`config.mk`:
```
export PLATFORM = sky130hd
export DESIGN_NAME = ifu_fetch_buffer
export DESIGN_NICKNAME = d
export VERILOG_FILES = /design/src/rtl/ifu_fetch_buffer_pkg.sv /design/src/rtl/ifu_line_buf.sv /design/src/rtl/ifu_fetch_buffer.sv
export SDC_FILE = /design/constraint.sdc
export NUM_CORES = 1
export LEC_CHECK = 0
export CAP_MARGIN = 15
export CORE_MARGIN = 1.5
export CORE_UTILIZATION = 45
export DETAILED_ROUTE_END_ITERATION = 8
export GPL_TIMING_DRIVEN = 0
export PLACE_DENSITY_LB_ADDON = 0.08
export SLEW_MARGIN = 25
export SYNTH_ARGS = -nofsm -noshare
export SYNTH_HDL_FRONTEND = slang
export SYNTH_SLANG_ARGS = --single-unit
export TNS_END_PERCENT = 20
```
`constraint.sdc`:
```
create_clock -name clk -period 2.79 [get_ports clk]
set_input_delay 0.558 -clock clk [delete_from_list [all_inputs] [get_ports clk]]
set_output_delay 0.558 -clock clk [all_outputs]
set_load 0.005 [all_outputs]
```
`src/rtl/ifu_fetch_buffer_pkg.sv`:
```
// ifu_fetch_buffer_pkg
//   Shared definitions for the instruction-fetch buffer slice: line/instruction
//   geometry, the default reset PC, the fetch state type and a line-address
//   helper. Imported by ifu_line_buf and ifu_fetch_buffer.
package ifu_fetch_buffer_pkg;

    localparam int unsigned LINE_W   = 128;
    localparam int unsigned INST_W   = 32;
    localparam int unsigned OFFSET_W = 4;
    localparam int unsigned TAG_W    = 32 - OFFSET_W;
    localparam int unsigned SEL_W    = OFFSET_W - 2;

    localparam logic [31:0] DEFAULT_RESET_PC = 32'h8000_0000;

    typedef enum logic [0:0] {
        FETCH = 1'b0,
        REQ   = 1'b1
    } state_t;

    // Line-aligned address containing byte address a.
    function automatic logic [31:0] line_base(input logic [31:0] a);
        return a & ~32'((LINE_W / 8) - 1);
    endfunction

endpackage

```
`src/rtl/ifu_line_buf.sv`:
```
// ifu_line_buf
//   Single-line instruction buffer: holds one cache line with its tag and a
//   valid bit, reports a hit for the looked-up tag and selects one 32-bit word.
//   Ports:
//     clk, rst     clock, synchronous active-high reset
//     fill_en      write fill_data/fill_tag and mark the line valid
//     fill_data    128-bit line from the cache
//     fill_tag     pc[31:4] of the filled line
//     inval        clear the valid bit; wins over fill_en in the same cycle
//     lookup_tag   pc[31:4] being fetched
//     word_sel     pc[3:2] being fetched
//     hit          line valid and tag matches lookup_tag
//     word         selected instruction word (word 0 = bits [31:0])
module ifu_line_buf
    import ifu_fetch_buffer_pkg::*;
(
    input  logic              clk,
    input  logic              rst,
    input  logic              fill_en,
    input  logic [LINE_W-1:0] fill_data,
    input  logic [TAG_W-1:0]  fill_tag,
    input  logic              inval,
    input  logic [TAG_W-1:0]  lookup_tag,
    input  logic [SEL_W-1:0]  word_sel,
    output logic              hit,
    output logic [INST_W-1:0] word
);

    logic [LINE_W-1:0] line_data;
    logic [TAG_W-1:0]  line_tag;
    logic              line_valid;

    always_ff @(posedge clk) begin
        if (rst) begin
            line_data  <= '0;
            line_tag   <= '0;
            line_valid <= 1'b0;
        end else if (inval) begin
            line_valid <= 1'b0;
        end else if (fill_en) begin
            line_data  <= fill_data;
            line_tag   <= fill_tag;
            line_valid <= 1'b1;
        end
    end

    assign hit  = line_valid && (line_tag == lookup_tag);
    assign word = line_data[32'(word_sel) * INST_W +: INST_W];

endmodule

```
`src/rtl/ifu_fetch_buffer.sv`:
```
// ifu_fetch_buffer
//   Instruction-fetch stage between PC/redirect logic and the instruction cache.
//   Buffers the last returned 128-bit line and serves sequential 32-bit
//   instructions from it at one per cycle; requests a new line only when the
//   PC leaves the buffered line. Cache handshake: icache_req_valid is held with
//   a stable address until the single-cycle icache_ready pulse, and drops
//   combinationally in that pulse cycle.
//   Ports:
//     clk, rst           clock, synchronous active-high reset
//     redirect_valid/pc  one-cycle redirect; pc[1:0] forced to 0
//     flush_line         invalidate the buffered line (fence.i)
//     icache_req_addr    registered line address of the outstanding request
//     icache_req_valid   line request to the cache
//     icache_rdata       line data, valid while icache_ready=1
//     icache_ready       one-cycle fill completion pulse
//     inst_valid/ready   handshake to decode
//     inst, inst_pc      instruction word and its PC
//   Optional build macro IFU_PERF_EN adds:
//     fetch_cnt          64-bit count of accepted instructions
//     fill_cnt           64-bit count of line requests launched
module ifu_fetch_buffer
    import ifu_fetch_buffer_pkg::*;
#(
    parameter logic [31:0] RESET_PC = DEFAULT_RESET_PC
) (
    input  logic          clk,
    input  logic          rst,
    input  logic          redirect_valid,
    input  logic [31:0]   redirect_pc,
    input  logic          flush_line,
    output logic [31:0]   icache_req_addr,
    output logic          icache_req_valid,
    input  logic [127:0]  icache_rdata,
    input  logic          icache_ready,
    output logic          inst_valid,
    input  logic          inst_ready,
    output logic [31:0]   inst,
    output logic [31:0]   inst_pc
`ifdef IFU_PERF_EN
    ,
    output logic [63:0]   fetch_cnt,
    output logic [63:0]   fill_cnt
`endif
);

    state_t      state;
    logic [31:0] pc;
    logic [31:0] req_addr;
    logic        fill_kill;
    logic        line_hit;
    logic        accept;
    logic        miss_launch;
    logic        fill_en;

    assign inst_pc          = pc;
    assign icache_req_addr  = req_addr;
    assign inst_valid       = (state == FETCH) && line_hit && !redirect_valid;
    assign accept           = inst_valid && inst_ready;
    assign miss_launch      = (state == FETCH) && !line_hit && !redirect_valid;
    assign icache_req_valid = (state == REQ) && !icache_ready;
    // A fill flushed earlier in this request (fill_kill) or in the pulse cycle
    // itself (inval priority inside the buffer) never reaches the line.
    assign fill_en          = (state == REQ) && icache_ready && !fill_kill;

    ifu_line_buf u_line_buf (
        .clk        (clk),
        .rst        (rst),
        .fill_en    (fill_en),
        .fill_data  (icache_rdata),
        .fill_tag   (req_addr[31:OFFSET_W]),
        .inval      (flush_line),
        .lookup_tag (pc[31:OFFSET_W]),
        .word_sel   (pc[OFFSET_W-1:2]),
        .hit        (line_hit),
        .word       (inst)
    );

    always_ff @(posedge clk) begin
        if (rst) begin
            pc        <= RESET_PC;
            state     <= FETCH;
            req_addr  <= '0;
            fill_kill <= 1'b0;
        end else begin
            if (redirect_valid) begin
                pc <= redirect_pc & ~32'h3;
            end else if (accept) begin
                pc <= pc + 32'd4;
            end

            if (state == FETCH) begin
                if (miss_launch) begin
                    req_addr <= line_base(pc);
                    state    <= REQ;
                end
            end else begin
                // Completion always clears the kill flag, even if a flush
                // arrives in the same cycle: that flush already blocks the
                // write and the next request must not inherit it.
                if (icache_ready) begin
                    fill_kill <= 1'b0;
                    state     <= FETCH;
                end else if (flush_line) begin
                    fill_kill <= 1'b1;
                end
            end
        end
    end

`ifdef IFU_PERF_EN
    always_ff @(posedge clk) begin
        if (rst) begin
            fetch_cnt <= '0;
            fill_cnt  <= '0;
        end else begin
            if (accept) begin
                fetch_cnt <= fetch_cnt + 64'd1;
            end
            if (miss_launch) begin
                fill_cnt <= fill_cnt + 64'd1;
            end
        end
    end
`endif

endmodule

```
Word level (Yosys, flattened, before mapping)
Cells that the tools add are included.
{"block": "word_totals", "regBits": 219, "in_bits": 166, "wordCells": 40}
{"block": "classes", "addsub": 1, "n_eq_ne": 1, "shift": 1, "muxes": 7, "n_bitwise": 2, "n_reduce_logical": 20}
{"operator": "128-bit by 8-bit variable part select with 32-bit output", "count": 1}
{"operator": "32-bit two-way mux", "count": 2}
{"operator": "32-bit by 3-bit adder with 32-bit output (second input constant)", "count": 1}
{"operator": "28-bit equality test", "count": 1}
{"operator": "1-bit logical AND", "count": 9}
{"operator": "2-bit AND reduction", "count": 3}
{"operator": "1-bit two-way mux", "count": 5}
{"operator": "1-bit zero test", "count": 4}
{"operator": "2-bit nonzero test", "count": 2}
{"operator": "2-bit OR reduction", "count": 2}
{"operator": "1-bit inverter", "count": 2}

Longest topological paths before layout
{"block": "depth", "word_depth": 7, "mapped_depth": 9, "ltp_nobuf": 7}

Cells and area by module
A second synthesis with hierarchy kept.
{"block": "unflattened", "hier_cells": 1132, "hier_area_um2": 9311.4}
{"module": "ifu_line_buf", "n_inst": 1, "cells_each": 757, "area_each_um2": 6411.1}
{"module": "ifu_fetch_buffer", "n_inst": 1, "cells_each": 375, "area_each_um2": 2900.3}

Worst setup path before layout
Ideal clock, no wire load.
{"block": "synth_path", "path_kind": "input to register", "start": "in redirect_valid", "end": "reg pc[28], in the netlist inst_pc[28]", "arrival_ns": 2.226, "required_ns": 2.731, "slack_ns": 0.506, "path_stages": 7, "cell_sequence": "buf_6 -> or3b_4 -> nor4_2 -> nand4_1 -> nor4_1 -> mux2i_1 -> o211a_1"}
{"block": "synth_between", "elab_chain_len": 4, "word_cells_on_any_way": 5, "cone_classes": "mux (1); reduce/logical (4)"}
{"element": "from (decl)", "line_no": "ifu_fetch_buffer.sv:28", "source": "input logic redirect_valid,"}
{"element": "1-bit zero test", "line_no": "ifu_fetch_buffer.sv:57", "source": "assign inst_valid = (state == FETCH) && line_hit && !redirect_valid;"}
{"element": "1-bit logical AND", "line_no": "ifu_fetch_buffer.sv:57"}
{"element": "1-bit logical AND", "line_no": "ifu_fetch_buffer.sv:58", "source": "assign accept = inst_valid && inst_ready;"}
{"element": "2-bit nonzero test (no line)"}
{"element": "to (signal assigned)", "line_no": "ifu_fetch_buffer.sv:86", "source": "pc <= redirect_pc & ~32'h3;"}
{"element": "to (signal assigned)", "line_no": "ifu_fetch_buffer.sv:88", "source": "pc <= pc + 32'd4;"}
{"element": "to (decl)", "line_no": "ifu_fetch_buffer.sv:47", "source": "logic [31:0] pc;"}
Several ways; a longest one is shown, not always the timed one.
A chain may end at the register's enable or synchronous reset.

Worst setup path after layout
{"block": "layout_path", "start": "reg pc[13], in the netlist inst_pc[13]", "end": "out inst_valid"}
{"block": "layout_between", "elab_chain_len": 4}
{"element": "28-bit equality test", "line_no": "ifu_line_buf.sv:47", "source": "assign hit = line_valid && (line_tag == lookup_tag);"}
{"element": "1-bit logical AND", "line_no": "ifu_line_buf.sv:47"}
{"element": "1-bit logical AND (2 in a row)", "line_no": "ifu_fetch_buffer.sv:57"}
{"element": "to (decl)", "line_no": "ifu_fetch_buffer.sv:35", "source": "output logic inst_valid,"}
No other way between the ends.

==> out/metrics.csv <==
metric;value;unit
synth_top_area_cell;dfxtp_1;
slew-limit-headroom;47.9;%
async_flop_share;0;%
final_layout_size_suffix_gt1_share;9.42;%
setup_viol;1;
cp.required;2.23;ns
max_cap_violations;0;
first_global_vias;8661;
clkTransAtPathRegs;0.06;ns
grt_usage;28.0;%
dieWidth;149;um
setup_ws;-0.0331;ns
syn_inst;1152;
wirelength;31900;um
synth_commonest_cells;nand2_1, dfxtp_1, a21oi_1;
status;finished, violations left;
post-route-period-util;101;%
cp_data_arrival_time;2.27;ns
path_cells;buf_4 > xor2_1 > or4_4 > nor2_2 > nand4_1 > nor3_2 > buf_2;
antenna_found_initial;1;
htree_levels;1;
cp_slowest_cell;or4_4;
start_util;45.8;%
endpoint_kind;output pin;
netlist_area;0.00964;mm2
overflow;0;
worstHoldPathType;primary input to flop;
timing.fmax;0.354;GHz
synthXorXnorAreaFrac;3.16;%
leakagePower;4.76;nW
fin_nets;1606;
drtPass1Iterations;5;
num_vias;9324;
clk_latency;0.52;ns
synth_seq_cells;217;
fp-row-count;53;
crit_path_start;inst_pc[13]$_SDFFE_PP0P_;
crit_type;flop to output pin;
routedWlPerCell;18.4;um
grt_pass1_wl;48200;um
synthAdderAreaFrac;0.130;%
synth-compound-area-share;12.6;%
dp_cells;1685;
hold_slack;0.300;ns
max-clock-path-buffers;3;
fin_crit;2.82;ns
rsz0062_at_grt;true;
cpLargestDelayFamily;simple AND/OR/NAND/NOR gates;
grt_max_degree;13;
hold_depth;2;
ys_seq_area_share;45.1;%
cts_num_sinks;217;
violations;negative setup slack;
core-area;0.0210;mm2
avgSynthCellArea;8.37;um2
ant_nets;0;
cp_slowest_stage_delay;0.53;ns
cts_tree;yes;
area_growth;40.4;%
finalHoldViolCount;0;
synth_top_family_by_area;simple AND/OR/NAND/NOR gates;
tightest_slew;0.782;ns
io_pins;264;
r2r_cells;9;
synth_edf_count;0;
dpl.hpwl;23300;um
viasPerCell;5.39;
holdCritStartpoint;rst;
fin_skew;0.0123;ns
ir_drop;0.500;mV
synth.top_cells.by_area;dfxtp_1, nand2_1, a21oi_1;
die_area;0.0223;mm2
synth-warning-count;0;
crit_buf_inv;2;
synth-simple-area-share;23.2;%
cts-root-buf;clkbuf_16;
ys_types;62;
die_h;149;um
worstPathMaxFanout;8;
hold_path_end;inst_pc[29]$_SDFFE_PP0P_;
ctsHoldBuffers;0;
numCtsBuffers;24;
ys.flop_type;dfxtp_1;
crit_path_start_kind;flop;
r2r-end;inst_pc[9]$_SDFFE_PP0P_;
synth_top_area_share;45.1;%
reg2reg_slack;0.16;ns
drt-initial-drc-count;629;
drc;0;
p_per_area;547;mW/mm2
place_congestion;0.923;
synth_most_common_cell;nand2_1;
finalMaxSlewViolations;0;
fin_cells;1730;
port_buffers;253;
muxShareOfSynthArea;10.8;%
reg2reg_from;inst_pc[13]$_SDFFE_PP0P_;
## worst max-delay path by stage
stage | depth (start not counted) | slack, ns | end
2_1_floorplan | 7 | 0.51 | inst_pc[28]$_SDFFE_PP0P_
3_3_place_gp | 4 | -0.59 | inst[26]
3_5_place_dp | 4 | -0.37 | inst[26]
4_1_cts | 7 | -0.03 | inst_valid
5_1_grt | 7 | -0.16 | inst_valid
6_report | 7 | -0.03 | inst_valid
## through the flow
stage                     cell area (um2)  total power [W]  setup TNS (ns)  worst slack (ns)  utilization (%)
final                               13500          0.00740         -0.0331           -0.0331             64.3
after global routing                13500          0.00763          -0.221            -0.164             64.3
after CTS                           13500          0.00744         -0.0324           -0.0324             64.2
after detailed placement            12500          0.00424          -28.40            -0.366             59.6
after global placement              12500          0.00423          -28.06            -0.595             59.6
after floorplan                      9660          0.00372               0             0.506                -
## registers in the layout (all words and copies together), names as in the netlist
signal and flops:
u_line_buf.line_data 128, inst_pc 30, icache_req_addr 28, u_line_buf.line_tag 28, fill_kill 1, state 1, u_line_buf.line_valid 1
## logic make-up (layout without fill, tap and decap cells)
group | Yosys count | after routing
multiplexers | 64 | 64
AND/OR/NAND/NOR | 521 | 521
other | 1 | 7
XOR/XNOR | 33 | 33
AO/OA/AOI/OAI | 212 | 212
buffers and inverters | 103 | 400
flip-flops | 217 | 217
adder cells (fa/ha/maj) | 1 | 1
## area by class of cell
cell class	instances	area, um2
repair buffers	257	2570
diodes	1	2.50
multi-input cells	837	4860
fillers	1881	7500
clock buffers	37	751
inverters	7	26.3
flip-flops and latches	217	4360
well taps	275	344
clock inverters	4	47.5
plain buffers	95	562
## power breakdown
group	internal (W)	switching [W]	leakage, nW
logic	0.000509	0.000424	2.61
registers	0.00319	0.0000950	1.76
clock network	0.00193	0.00126	0.392
## routing by layer
layer	GRT usage [%]	vias up	wire length, um
met5	0	-	0
met4	7.48	0	825
met3	3.70	54	2540
met2	42.9	402	14100
met1	41.2	4366	14500
li1	-	4502	-
## cell usage in the layout, fill, tap and decap left out, types with 12 or more instances in the layout
master and n:
clkdlybuf4s50_1 245, xor2_1 14, dfxtp_1 209, xnor2_1 17, a21oi_1 159, nor3_1 12, mux4_2 32, clkbuf_1 65
nand3_1 13, mux2i_1 32, nand2_1 384, clkbuf_8 15, nor2_1 39, clkbuf_16 25, buf_4 12, a211oi_1 12
nand4_1 20
## repair_timing
item / CTS / global route
setup buffers: 4 / 0
pin swaps: 3 / 0
gates resized for setup: 44 / 11
endpoints found under the setup margin: 35 / 16
Power figures use the tool's default switching activity.
